**src/rtl/load_ext_unit.sv**
```systemverilog
// load_ext_unit: MEM-stage load unit. Accepts LB/LBU/LH/LHU/LW, issues a word-aligned
// byte-lane read on a req/ack data bus, extends the addressed byte/halfword, stalls the
// pipeline while the read is outstanding, and reports misaligned-address and timeout faults.
// Ports:
//   clk, rst_n            clock (rising edge), synchronous active-low reset
//   ld_valid, op, addr    MEM-stage instruction valid, opcode instr[31:26], effective address
//   flush                 kill the MEM-stage instruction
//   mem_req/addr/be       read request, word address, byte lanes (held until ack/timeout)
//   mem_ack, mem_rdata    read data valid strobe and read word (byte 0 = [7:0])
//   ld_data, ld_done      extended load result and its one-cycle write-back pulse
//   stall                 freeze pipeline stages up to and including MEM
//   adel, bus_err         one-cycle fault pulses: misaligned address, ack timeout
module load_ext_unit #(
  parameter int unsigned TIMEOUT_CYCLES = 255,
  parameter int unsigned CNT_W          = 8
) (
  input  logic        clk,
  input  logic        rst_n,
  input  logic        ld_valid,
  input  logic [5:0]  op,
  input  logic [31:0] addr,
  input  logic        flush,
  output logic        mem_req,
  output logic [31:0] mem_addr,
  output logic [3:0]  mem_be,
  input  logic        mem_ack,
  input  logic [31:0] mem_rdata,
  output logic [31:0] ld_data,
  output logic        ld_done,
  output logic        stall,
  output logic        adel,
  output logic        bus_err
);

  localparam logic [5:0] OP_LB  = 6'h20;
  localparam logic [5:0] OP_LH  = 6'h21;
  localparam logic [5:0] OP_LW  = 6'h23;
  localparam logic [5:0] OP_LBU = 6'h24;
  localparam logic [5:0] OP_LHU = 6'h25;

  localparam logic [CNT_W-1:0] CNT_LAST = CNT_W'(TIMEOUT_CYCLES - 1);

  typedef enum logic [1:0] {S_IDLE, S_REQ, S_DRAIN, S_DONE} state_t;

  state_t           state_q, state_d;
  logic [CNT_W-1:0] cnt_q, cnt_d;
  logic [5:0]       op_q, op_d;
  logic [1:0]       a_q, a_d;
  logic             mem_req_d, adel_d, bus_err_d;
  logic [31:0]      mem_addr_d, ld_data_d;
  logic [3:0]       mem_be_d;

  logic             is_load_c, misaligned_c, accept_c, timeout_c;
  logic [3:0]       be_c;
  logic [7:0]       byte_c;
  logic [15:0]      half_c;
  logic [31:0]      ext_c;

  // Opcode decode, alignment and lane selection for the incoming instruction
  always_comb begin
    is_load_c    = (op == OP_LB) || (op == OP_LBU) || (op == OP_LH) ||
                   (op == OP_LHU) || (op == OP_LW);
    misaligned_c = (((op == OP_LH) || (op == OP_LHU)) && addr[0]) ||
                   ((op == OP_LW) && (addr[1:0] != 2'b00));
    accept_c     = (state_q == S_IDLE) && ld_valid && is_load_c && !flush;
    timeout_c    = (cnt_q == CNT_LAST);
    if (op == OP_LW)                          be_c = 4'b1111;
    else if ((op == OP_LH) || (op == OP_LHU)) be_c = addr[1] ? 4'b1100 : 4'b0011;
    else                                      be_c = 4'b0001 << addr[1:0];
  end

  // Byte/halfword extraction from the read word using the latched offset and opcode
  always_comb begin
    case (a_q)
      2'd0:    byte_c = mem_rdata[7:0];
      2'd1:    byte_c = mem_rdata[15:8];
      2'd2:    byte_c = mem_rdata[23:16];
      default: byte_c = mem_rdata[31:24];
    endcase
    half_c = a_q[1] ? mem_rdata[31:16] : mem_rdata[15:0];
    case (op_q)
      OP_LB:   ext_c = {{24{byte_c[7]}}, byte_c};
      OP_LBU:  ext_c = {24'h0, byte_c};
      OP_LH:   ext_c = {{16{half_c[15]}}, half_c};
      OP_LHU:  ext_c = {16'h0, half_c};
      default: ext_c = mem_rdata;
    endcase
  end

  // State register
  always_ff @(posedge clk) begin
    if (!rst_n) state_q <= S_IDLE;
    else        state_q <= state_d;
  end

  // Next-state logic; ack wins over timeout, and a flushed read still waits out its ack in DRAIN
  always_comb begin
    state_d = state_q;
    case (state_q)
      S_IDLE:  if (accept_c) state_d = misaligned_c ? S_DONE : S_REQ;
      S_REQ: begin
        if (mem_ack || timeout_c) state_d = flush ? S_IDLE : S_DONE;
        else if (flush)           state_d = S_DRAIN;
      end
      S_DRAIN: if (mem_ack || timeout_c) state_d = S_IDLE;
      default: state_d = S_IDLE;
    endcase
  end

  // Output logic: next values for registered outputs, plus stall and ld_done directly
  always_comb begin
    mem_req_d  = 1'b0;
    adel_d     = 1'b0;
    bus_err_d  = 1'b0;
    cnt_d      = '0;
    op_d       = op_q;
    a_d        = a_q;
    mem_addr_d = mem_addr;
    mem_be_d   = mem_be;
    ld_data_d  = ld_data;
    stall      = 1'b0;
    ld_done    = 1'b0;
    case (state_q)
      S_IDLE: begin
        if (accept_c) begin
          if (misaligned_c) begin
            adel_d    = 1'b1;
            ld_data_d = '0;
          end else begin
            stall      = 1'b1;
            mem_req_d  = 1'b1;
            op_d       = op;
            a_d        = addr[1:0];
            mem_addr_d = {addr[31:2], 2'b00};
            mem_be_d   = be_c;
          end
        end
      end
      S_REQ: begin
        stall = 1'b1;
        if (mem_ack) begin
          if (!flush) ld_data_d = ext_c;
        end else if (timeout_c) begin
          if (!flush) begin
            bus_err_d = 1'b1;
            ld_data_d = '0;
          end
        end else begin
          mem_req_d = 1'b1;
          cnt_d     = cnt_q + CNT_W'(1);
        end
      end
      S_DRAIN: begin
        stall = 1'b1;
        if (!mem_ack && !timeout_c) begin
          mem_req_d = 1'b1;
          cnt_d     = cnt_q + CNT_W'(1);
        end
      end
      default: ld_done = !flush && !adel && !bus_err;
    endcase
  end

  // Output and datapath registers
  always_ff @(posedge clk) begin
    if (!rst_n) begin
      mem_req  <= 1'b0;
      mem_addr <= '0;
      mem_be   <= '0;
      ld_data  <= '0;
      adel     <= 1'b0;
      bus_err  <= 1'b0;
      cnt_q    <= '0;
      op_q     <= '0;
      a_q      <= '0;
    end else begin
      mem_req  <= mem_req_d;
      mem_addr <= mem_addr_d;
      mem_be   <= mem_be_d;
      ld_data  <= ld_data_d;
      adel     <= adel_d;
      bus_err  <= bus_err_d;
      cnt_q    <= cnt_d;
      op_q     <= op_d;
      a_q      <= a_d;
    end
  end

endmodule

```
**config.mk**
```make
export PLATFORM = sky130hd
export DESIGN_NAME = load_ext_unit
export DESIGN_NICKNAME = d
export VERILOG_FILES = /design/src/rtl/load_ext_unit.sv
export SDC_FILE = /design/constraint.sdc
export NUM_CORES = 1
export LEC_CHECK = 0
export CORE_ASPECT_RATIO = 0.5
export CORE_UTILIZATION = 49
export DETAILED_ROUTE_END_ITERATION = 12
export PLACE_DENSITY_LB_ADDON = 0.2
export SLEW_MARGIN = 20
export SYNTH_ARGS = -nofsm -noshare
export SYNTH_HDL_FRONTEND = slang
export SYNTH_SLANG_ARGS = --single-unit
```
**constraint.sdc**
```tcl
create_clock -name clk -period 6.9 [get_ports clk]
set_input_delay 2.07 -clock clk [delete_from_list [all_inputs] [get_ports clk]]
set_output_delay 2.07 -clock clk [all_outputs]
set_load 0.05 [all_outputs]
```
Yosys cells after proc, flatten, opt, wreduce, memory -nomap -nowiden
Index checks and enable logic that the tools add are counted.
Widths: inputs -> output; s select.
{"block": "word_totals", "reg_bits": 87, "elab_cells": 102, "in_bits": 75}
{"block": "op_classes", "n_bitwise": 4, "n_eq_ne": 21, "n_shift": 1, "muxes": 34, "n_reduce_logical": 31, "add_sub_neg": 1}
{"op": "$mux 32", "count": 6}
{"op": "$pmux 32 s4", "count": 1}
{"op": "$pmux 32 s2", "count": 1}
{"op": "$eq 6x6->1 const B", "count": 9}
{"op": "$mux 8", "count": 3}
{"op": "$pmux 8 s3", "count": 1}
{"op": "$mux 16", "count": 1}
{"op": "$pmux 8 s2", "count": 1}
{"op": "$mux 2", "count": 6}
{"op": "$mux 4", "count": 3}
{"op": "$ne 3x3->1 const B", "count": 4}
{"op": "$reduce_and 3->1", "count": 3}
{"op": "$add 8x1->8 const B", "count": 1}
{"op": "$eq 8x8->1 const B", "count": 1}
{"op": "$logic_and 1x1->1", "count": 8}
{"op": "$mux 1", "count": 8}
{"op": "$logic_or 1x1->1", "count": 7}
{"op": "$ne 2x2->1 const B", "count": 3}
{"op": "$pmux 2 s3", "count": 1}
{"op": "$reduce_and 6->1", "count": 1}
{"op": "$logic_not 1->1", "count": 5}
{"op": "$eq 2x1->1 const B", "count": 2}
{"op": "$eq 2x2->1 const B", "count": 2}
{"op": "$logic_not 2->1", "count": 2}
{"op": "8 further kinds", "count": 12}

Logic depth before layout (Yosys ltp)
{"block": "depth", "depth_word": 9, "depth_mapped": 9, "ltp_nobuf": 7}

Worst setup path after synthesis
OpenSTA, ideal clock, no wires.
{"block": "synth_timing", "path_kind": "in2out", "start": "input op[3]", "end": "output stall", "stages": 7, "t_arrival_ns": 3.952, "path_buffers": 2, "required_ns": 4.830, "path_slack_ns": 0.878, "cell_sequence": "or4b_1 a211oi_2 nor2b_1 buf_4 buf_4 nor2_1 nor2_1"}
{"block": "synth_via", "elab_chain_cells": 9, "elab_cells_between_ends": 18, "classes_between": "5 x eq/ne; 3 x mux; 10 x reduce/logical"}
{"item": "start: declaration", "line": "20", "text": "input logic [5:0] op,"}
{"item": "$eq 6x6->1", "line": "61", "text": "is_load_c = (op == OP_LB) || (op == OP_LBU) || (op == OP_LH) ||"}
{"item": "$logic_or 1x1->1 (3 in series)", "line": "61"}
{"item": "$logic_or 1x1->1", "line": "62", "text": "(op == OP_LHU) || (op == OP_LW);"}
{"item": "$logic_and 1x1->1 (2 in series)", "line": "65", "text": "accept_c = (state_q == S_IDLE) && ld_valid && is_load_c && !flush;"}
{"item": "$mux 1 (*)", "line": "125", "text": "if (accept_c) begin"}
{"item": "$pmux 1 s2 (*)", "line": "123", "text": "case (state_q)"}
{"item": "end: declaration", "line": "30", "text": "output logic stall,"}
Mark *: on every way between the ends. The rest lies on a longest branch, timed or not.

Final worst setup path
{"block": "layout_timing", "start": "input flush", "end": "output stall"}
{"block": "layout_via", "elab_chain_cells": 4}
{"item": "start: declaration", "line": "22", "text": "input logic flush,"}
{"item": "$logic_not 1->1", "line": "65"}
{"item": "$logic_and 1x1->1", "line": "65"}
{"item": "$mux 1", "line": "125"}
{"item": "$pmux 1 s2", "line": "123"}
Every way passes these cells.

==> metrics.txt <==
status=finished, final reports clean; Pre-antenna DRT Iters=5; VDD IR max=0.000175 V; grt met2 use=41.8%; final WL=10700 um; worst path arrival time=4.13 ns; multiplexer area fraction after synthesis=between 10% and 20%; CORE AREA=8140 um^2; XOR/XNOR share of the synthesized area=1.25%; Slew @ Worst Pin=0.959 ns; Routed Antenna Nets=0; post-CTS sizing=0; CTS root buffer=clkbuf_16; Die Ht=between 60 and 70 um; post-synthesis cell type count=54; postcts setup bufs=0; Area Overhead vs Synth=42.4%; RePlAce Congestion=0.852; width of the die=133 um; clk sink count=between 80 and 90; # setup viols final=0; critical path capture point type=output port; RSZ-0062 raised after global routing=no; Rel. slew slack=35.8%; latest clock arrival within the worst-skew pair=0.34 ns; ANT cells=0; layer carrying the most global-route usage=met2; first-pass GRT wire length=17100 um; synth warn=0; Vias=3827; num rows=23; Post-Synth Simple-Gate Area=roughly a fifth; grt met1 use=28.5%; initial antenna violation count=0; Main synth FF type=dfxtp_1; Mapped Cells=478; worst-case clock buffer depth=2; largest family of logic cells by synthesized area=simple AND/OR/NAND/NOR gates; Synth async-reset ratio=0%; via count of the first global-routing pass=3571; H-tree depth=3; gr usage total=24.8%; maxcap violations=0; Crit path buffers/inverters=2; Top delay family on crit path=simple AND/OR/NAND/NOR gates; fin area=5970 um^2; GR Util met3=approximately a tenth; fmax=161 MHz; CTS tree=done; Hold Crit Class=register to register; crit path time final=6.20 ns; Post-DP HPWL=7420 um; vias per cell=5.33; critical path launch point type=input port; largest net degree at the start of global routing=83; syn avg cell area=8.77 um^2; number of flops mapped to enable cells by yosys=0; Hold Violations, Final=0; synthesized area=4190 um^2; area of placed instances=5610 um^2; CTS clk-pin slew, worst paths=0.06 ns; final net count=slightly below 700; Post-CTS Hold Fix Bufs=0; sequence of cells on the critical path=clkdlybuf4s50_1 -> or4b_1 -> a211oi_2 -> nor2b_2 -> nor2_1 -> nor2_1 -> buf_12; Congestion Overflow GR=0; Clock Skew=0.00726 ns; die area=8950 um^2; Crit Path Category=input port to output port; Port-buffer cells=145; I/O Pins=148; Crit path required time=4.83 ns; #FFs+latches synth=87; share of layout cells above drive strength 1=7.10%; static leakage=2.03 nW; Post-Synth Adder-Cell Area=2.09%; Slew Viols, Final=0; PwrDens=roughly 230 nW/um^2; Compound-Gate Fraction of Synth Area=18.6%; Num CTS Buffers=9; Setup TNS=0 ns; sequential area share after synthesis=41.6%; fin crit share=89.9%; final core occ=between 70% and 80%; DRT iter0 DRCs=244; Starting Density=51.5%; remaining routing DRC violations=0; slowest CP cell=clkdlybuf4s50_1; CP dominant cell by count=nor2_1; CP peak stage delay=0.54 ns; routed len/inst=around 15 um; maximum net fanout on the critical path=5
[layer usage]
layer | share of wire, % | up-vias
met4 | 1.7 | 0
li1 | - | 1893
met1 | 43 | 1770
met5 | 0 | -
met3 | 9.7 | 15
met2 | 46 | 149
[final timing paths]
path	start	end	slack, ns	cells after the start
worst max register to register	op_q[1]	ld_data[26]	4.54	4
worst min register to register	mem_addr[31]	mem_addr[31]	0.45	2
worst min-delay path	mem_addr[31]	mem_addr[31]	0.45	2
worst max-delay path	flush	stall	0.70	7
[state kept, by name (all words and copies together) (netlist names), 2 cells and up]
name and flops:
op_q 6, cnt_q 8, mem_be 4, a_q 2
ld_data 32, state_q 2, mem_addr 30
[layout by cell type, fill, tap and decap left out, types with 9 or more instances in the layout]
master	n
inv_1	11
mux2i_1	34
o21ai_0	9
clkdlybuf4s50_1	143
clkbuf_16	9
nor2_1	26
dfxtp_1	87
nand2_1	111
a21boi_1	28
a21oi_1	28
[stage by stage]
stage          hold slack [ns]  instances  setup slack (ns)  total power, mW
2_1_floorplan            0.441        479             0.878            0.681
6_report                 0.450        718             0.697             1.35
5_1_grt                  0.466        718             0.571             1.40
3_3_place_gp             0.439        703             0.749            0.776
4_1_cts                  0.453        718             0.704             1.36
3_5_place_dp             0.444        703             0.726            0.778
[logic make-up (layout without fill, tap and decap cells)]
| family | Yosys count | in the layout |
|---|---|---|
| mux | 43 | 43 |
| buf+inv | 49 | 176 |
| xor+xnor | 6 | 6 |
| fa+ha+maj | 7 | 7 |
| other cells | 1 | 2 |
| compound gates | 112 | 112 |
| simple gates | 173 | 173 |
| flops | 87 | 87 |
[synthesized netlist by cell type, types with 3 or more instances]
cell	count	area (um^2)
nand2_1	111	417
dfxtp_1	87	1740
mux2i_1	34	340
a21boi_1	28	210
a21oi_1	28	140
nor2_1	26	97.6
clkbuf_1	19	71.3
inv_1	11	41.3
o21ai_0	9	45.0
a31oi_1	8	50.1
a21boi_0	7	52.6
buf_4	7	52.6
ha_1	7	87.6
mux2_2	7	78.8
o211ai_1	7	52.6
buf_2	6	30.0
o221ai_1	6	52.6
and3_1	5	31.3
nand3_1	5	25.0
nor2b_1	4	25.0
xor2_1	4	35.0
buf_8	3	45.0
nor3_1	3	15.0
o221a_2	3	33.8
[layout make-up]
class | instances | area, um^2
Clock buffer | 9 | 225
Inverter | 11 | 41.3
Tap cell | 112 | 140
Multi-Input combinational cell | 343 | 2190
Timing Repair Buffer | 150 | 1490
Clock inverter | 6 | 134
Sequential cell | 87 | 1740
Fill cell | 658 | 2180
[power breakdown]
| group | total, mW | internal [mW] | switching, mW |
|---|---|---|---|
| combinational | 0.247 | 0.116 | 0.131 |
| sequential | 0.523 | 0.512 | 0.0103 |
| clock | 0.583 | 0.388 | 0.195 |
| total | 1.35 | 1.02 | 0.336 |
[worst reg2reg max path, stage by stage (launching register included)]
cell and delay (ns):
dfxtp_1 0.32, or4b_1 0.86, nor4_4 0.82, a21oi_1 0.11, mux2i_1 0.19
No activity file was read; power rests on OpenSTA's default activity.
